[config.mk]
export PLATFORM = sky130hd
export DESIGN_NAME = apb_fsm_controller
export DESIGN_NICKNAME = d
export VERILOG_FILES = /design/src/rtl/apb_fsm_controller.sv
export SDC_FILE = /design/constraint.sdc
export NUM_CORES = 1
export LEC_CHECK = 0
export CAP_MARGIN = 10
export CORE_MARGIN = 1
export CORE_UTILIZATION = 36
export DETAILED_ROUTE_END_ITERATION = 8
export PLACE_DENSITY_LB_ADDON = 0.08
export SETUP_SLACK_MARGIN = 0.4
export SYNTH_ARGS = -nofsm -noshare
export SYNTH_HDL_FRONTEND = slang
export SYNTH_SLANG_ARGS = --single-unit
export TNS_END_PERCENT = 30
[constraint.sdc]
create_clock -name hclk -period 2.8 [get_ports hclk]
set_input_delay 0.28 -clock hclk [delete_from_list [all_inputs] [get_ports hclk]]
set_output_delay 0.28 -clock hclk [all_outputs]
set_load 0.02 [all_outputs]
[src/rtl/apb_fsm_controller.sv]
// apb_fsm_controller
//   AHB-to-APB bridge controller. Decodes an AHB address-phase transfer onto
//   one of three APB slaves and runs a Moore FSM through the APB setup and
//   access phases, stalling the AHB data phase with hready_out.
//
// Ports
//   hclk        in   clock, all state changes on rising edge
//   hreset      in   asynchronous active-high reset
//   valid       in   AHB transfer present in the address phase
//   hwrite      in   1 = write, 0 = read (qualified by valid)
//   haddr       in   [31:0] AHB address (address phase)
//   hwdata      in   [31:0] AHB write data (data phase)
//   prdata      in   [31:0] APB read data
//   pwrite      out  APB direction
//   penable     out  APB access phase
//   psel        out  [2:0] one-hot APB slave select
//   paddr       out  [31:0] APB address
//   pwdata      out  [31:0] APB write data
//   hready_out  out  1 = current AHB data phase completes this cycle
//   hrdata      out  [31:0] AHB read data
module apb_fsm_controller (
   input  logic        hclk,
   input  logic        hreset,
   input  logic        valid,
   input  logic        hwrite,
   input  logic [31:0] haddr,
   input  logic [31:0] hwdata,
   input  logic [31:0] prdata,
   output logic        pwrite,
   output logic        penable,
   output logic [2:0]  psel,
   output logic [31:0] paddr,
   output logic [31:0] pwdata,
   output logic        hready_out,
   output logic [31:0] hrdata
);

   typedef enum logic [2:0] {
      IDLE    = 3'd0,
      READ    = 3'd1,
      RENABLE = 3'd2,
      WWAIT   = 3'd3,
      WRITE   = 3'd4,
      WENABLE = 3'd5
   } state_t;

   state_t      state, state_nxt;
   logic [31:0] addr_q, data_q;
   logic        write_q;
   logic [2:0]  sel_q;
   logic [2:0]  sel_dec;
   logic        accept;

   // Each slave owns a 64 MB window selected by haddr[31:26].
   always_comb begin
      sel_dec = 3'b000;
      case (haddr[31:26])
         6'b100000: sel_dec = 3'b001;
         6'b100001: sel_dec = 3'b010;
         6'b100010: sel_dec = 3'b100;
         default:   sel_dec = 3'b000;
      endcase
   end

   // hready_out is a pure function of state, so gating accept with it keeps
   // the address phase from being taken while a data phase is stalled.
   assign accept = valid & hready_out & (|sel_dec);

   always_ff @(posedge hclk or posedge hreset) begin
      if (hreset) begin
         state   <= IDLE;
         addr_q  <= '0;
         write_q <= 1'b0;
         sel_q   <= '0;
         data_q  <= '0;
      end else begin
         state <= state_nxt;
         if (accept) begin
            addr_q  <= haddr;
            write_q <= hwrite;
            sel_q   <= sel_dec;
         end
         // Write data arrives one cycle after the address phase.
         if (state == WWAIT)
            data_q <= hwdata;
      end
   end

   always_comb begin
      state_nxt  = state;
      psel       = 3'b000;
      penable    = 1'b0;
      pwrite     = 1'b0;
      hready_out = 1'b1;
      hrdata     = 32'h0;
      case (state)
         // RENABLE and WENABLE complete the data phase and may take the
         // next address phase, giving back-to-back transfers with no gap.
         IDLE: begin
            if (accept) state_nxt = hwrite ? WWAIT : READ;
         end
         READ: begin
            psel       = sel_q;
            hready_out = 1'b0;
            state_nxt  = RENABLE;
         end
         RENABLE: begin
            psel    = sel_q;
            penable = 1'b1;
            hrdata  = prdata;
            if (accept) state_nxt = hwrite ? WWAIT : READ;
            else        state_nxt = IDLE;
         end
         WWAIT: begin
            hready_out = 1'b0;
            state_nxt  = WRITE;
         end
         WRITE: begin
            psel       = sel_q;
            pwrite     = write_q;
            hready_out = 1'b0;
            state_nxt  = WENABLE;
         end
         WENABLE: begin
            psel    = sel_q;
            penable = 1'b1;
            pwrite  = write_q;
            if (accept) state_nxt = hwrite ? WWAIT : READ;
            else        state_nxt = IDLE;
         end
         default: state_nxt = IDLE;
      endcase
   end

   assign paddr  = addr_q;
   assign pwdata = data_q;

endmodule

==> results.sh <==
export IMPL_seq_area_frac_synth=0.575
export IMPL_synthTopCellsByArea="dfrtp_1 (57%), mux2_2 (14%), mux2_4 (13%), and3_1 (6.5%), and2_1 (1.2%)"
export IMPL_cts_made_buffers=9
export IMPL_path_max_fanout=18
export IMPL_rsz0062_at_grt="yes"
export IMPL_syn2layout_area_growth_pct=76.0
export IMPL_synth_top_cell_area_share=0.575
export IMPL_dr_pass1_iters=4
export IMPL_io_buffer_count=201
export IMPL_tightestPinTransition_ns=0.613
export IMPL_fin_tns_setup_ns=0
export IMPL_crit_buf_inv=2
export IMPL_num_vias=2473
export IMPL_h_tree_depth=3
export IMPL_r2r_start="state[1]$_DFFE_PP0P_"
export IMPL_synth_compound_area_share=0.0117
export IMPL_synth_fp_nets=313
export IMPL_fin_ws_ns=0.473
export IMPL_postCtsSetupBuffers=0
export IMPL_synth_cells=213
export IMPL_max_freq_ghz=0.430
export IMPL_clk_latency_ns=0.34
export IMPL_cap_violations=0
export IMPL_synth_top_family_by_area="multiplexers"
export IMPL_cts_max_path_buffers=2
export IMPL_coreArea_um2=8260
export IMPL_cp_start_kind="register"
export IMPL_skew_ns=0.0108
export IMPL_critPathKind="reg2out"
export IMPL_ys_warnings_count=0
export IMPL_route_layer_met1_wl_mm=3.83
export IMPL_tritoncts="done"
export IMPL_power_mw=3.01
export IMPL_num_rows=33
export IMPL_wl_met3_um=750
export IMPL_nNetsFinal=518
export IMPL_final_cell_area_um2=5440
export IMPL_vias_per_cell=4.68
export IMPL_crit_arrival_ns=2.05
export IMPL_die_x_um=94.7
export IMPL_regArea_um2=1780
export IMPL_crit_family="buffers and inverters"
export IMPL_gr_usage_all_layers=0.182
export IMPL_initialDrtViolationCount=102
export IMPL_slew_violations=0
export IMPL_p_per_area_nw_per_um2=553
export IMPL_fillCellCount=638
export IMPL_clk_pin_slew_ns=0.08
export IMPL_grt_pass1_vias=2290
export IMPL_dp_slack_ns=0.741
export IMPL_status="finished clean"
export IMPL_synth_area_um2=3090
export IMPL_io_pins=202
export IMPL_worstSetupPathDepth=4
export IMPL_synth_most_common_cell="dfrtp_1"
export IMPL_start_util=0.374
export IMPL_multi_input_area_um2=1230
export IMPL_rr_worst_depth=4
export IMPL_ir_worst_vdd_uv=325
export IMPL_antenna_diode_count=0
export IMPL_post_route_min_period_ns=2.33
export IMPL_cts_sinks=71
export IMPL_gp_congestion=0.724
export IMPL_die_area_um2=8960
export IMPL_grt_pass1_wl_mm=12.3
export IMPL_route_detailed_drc=0
export IMPL_path_cells="nor2_2 -> buf_2 -> and3_1 -> clkdlybuf4s50_1"
export IMPL_synth_simple_area_share=0.118
export IMPL_wl_met2_mm=3.89
export IMPL_highest_layer="met4"
export IMPL_synth_area_mux_share=0.265
export IMPL_worstSetupStartpoint="state[0]$_DFFE_PP0P_"
export IMPL_power_leakage_nw=2.51
export IMPL_grt_overflow=0
export IMPL_ant_nets=0
export IMPL_drive_above_1_share=0.213
export IMPL_slew_headroom=0.590
export IMPL_cp_slowest_cell="clkdlybuf4s50_1"
export IMPL_routed_wl_mm=8.54
export IMPL_synthXorXnorAreaFrac=0.00283
export IMPL_placed_cell_area_um2=5240
export IMPL_synth_flop_cell="dfrtp_1"
export IMPL_period_share=0.831
export IMPL_grt_max_degree=72
export IMPL_synthAdderAreaFrac=0
export IMPL_endpoint_kind="primary output"
export IMPL_antenna_found_initial=0
export IMPL_setup_viol=0
export IMPL_synth_edf_count=0
export IMPL_ys_top_cells_by_count="dfrtp_1 (71), mux2_2 (38), and3_1 (32)"
export IMPL_die_y_um=94.7
export IMPL_ys_seq_elements=71
export IMPL_min_path_type="in2async"
export IMPL_final_hold_violation_count=0
export IMPL_cts_root_buf="clkbuf_8"
export IMPL_dp_hpwl_mm=6.35
export IMPL_required_ns=2.52
export IMPL_async_reset_ff_frac=1.00
export IMPL_slowest_delay_ns=0.61
export IMPL_post_drt_wl_per_cell_um=16.2
export IMPL_yosysTopAreaCell="dfrtp_1"
export IMPL_synth_distinct_cells=23
export IMPL_postSynthAreaPerCell_um2=14.5
[cells in the final DEF, fill, tap and decap left out, drive strengths merged, types with 5 or more instances in the layout]
cell	instances
and2	6
and3	32
buf	6
clkbuf	10
clkdlybuf4s50	198
dfrtp	71
inv	5
mux2	64
[sequential cells by signal, indices dropped and copies added, names as in the netlist]
name and cells:
paddr 32, pwdata 32, sel_q 3, state 3, write_q 1
[worst reg2reg max path, cell delays in order (launching register included)]
cell	delay (ns)
dfrtp_1	0.46
or3b_1	0.50
nand4b_4	0.14
buf_12	0.26
mux2_2	0.38
[kinds of logic (layout without fill, tap and decap cells)]
logic type      Yosys count  after routing
flops                    71             71
mux                      64             64
simple gates             55             55
buf+inv                  16            226
compound gates            6              6
xor+xnor                  1              1
[layer usage]
metal | track usage | up-vias
met3 | 0.0620 | 11
met1 | 0.262 | 1191
met2 | 0.256 | 104
li1 | - | 1167
met4 | 0.0568 | 0
met5 | 0 | -
[path summary, 6_finish.rpt]
check | endpoint | slack [ns]
worst max-delay path | hrdata[8] | 0.47
worst min-delay path | paddr[0]$_DFFE_PP0P_ | 0.34
worst max register to register | sel_q[2]$_DFFE_PP0P_ | 0.95
worst min register to register | paddr[28]$_DFFE_PP0P_ | 0.49
max in group asynchronous | pwdata[15]$_DFFE_PP0N_ | 2.17
min in group hclk | paddr[28]$_DFFE_PP0P_ | 0.49
[repair_timing]
action / in CTS / in global routing
gates resized for setup: 0 / 5
hold buffers: 0 / 0
endpoints found under the setup margin: 0 / 11
[metrics by stage]
| stage | instances | util | hold WS [ns] |
|---|---|---|---|
| after floorplan | 213 | - | 0.429 |
| after global placement | 511 | 0.634 | 0.464 |
| after detailed placement | 511 | 0.634 | 0.468 |
| after CTS | 527 | 0.657 | 0.338 |
| after global routing | 528 | 0.659 | 0.377 |
| final | 528 | 0.659 | 0.336 |
[report_power, final]
part	internal, mW	leakage [nW]	total, mW	switching (mW)
Sequential	1.16	0.867	1.24	0.0768
Combinational	0.582	1.55	1.01	0.429
Clock	0.356	0.0935	0.760	0.403
Total	2.10	2.51	3.01	0.909
[area by class of cell]
type	count	area share
clock buffer	10	0.0253
tap	105	0.0241
inverter	3	0.00207
sequential	71	0.326
multi-input combinational	126	0.226
timing repair buffer	207	0.386
clock inverter	6	0.00943
No activity file was read; power rests on OpenSTA's default activity.
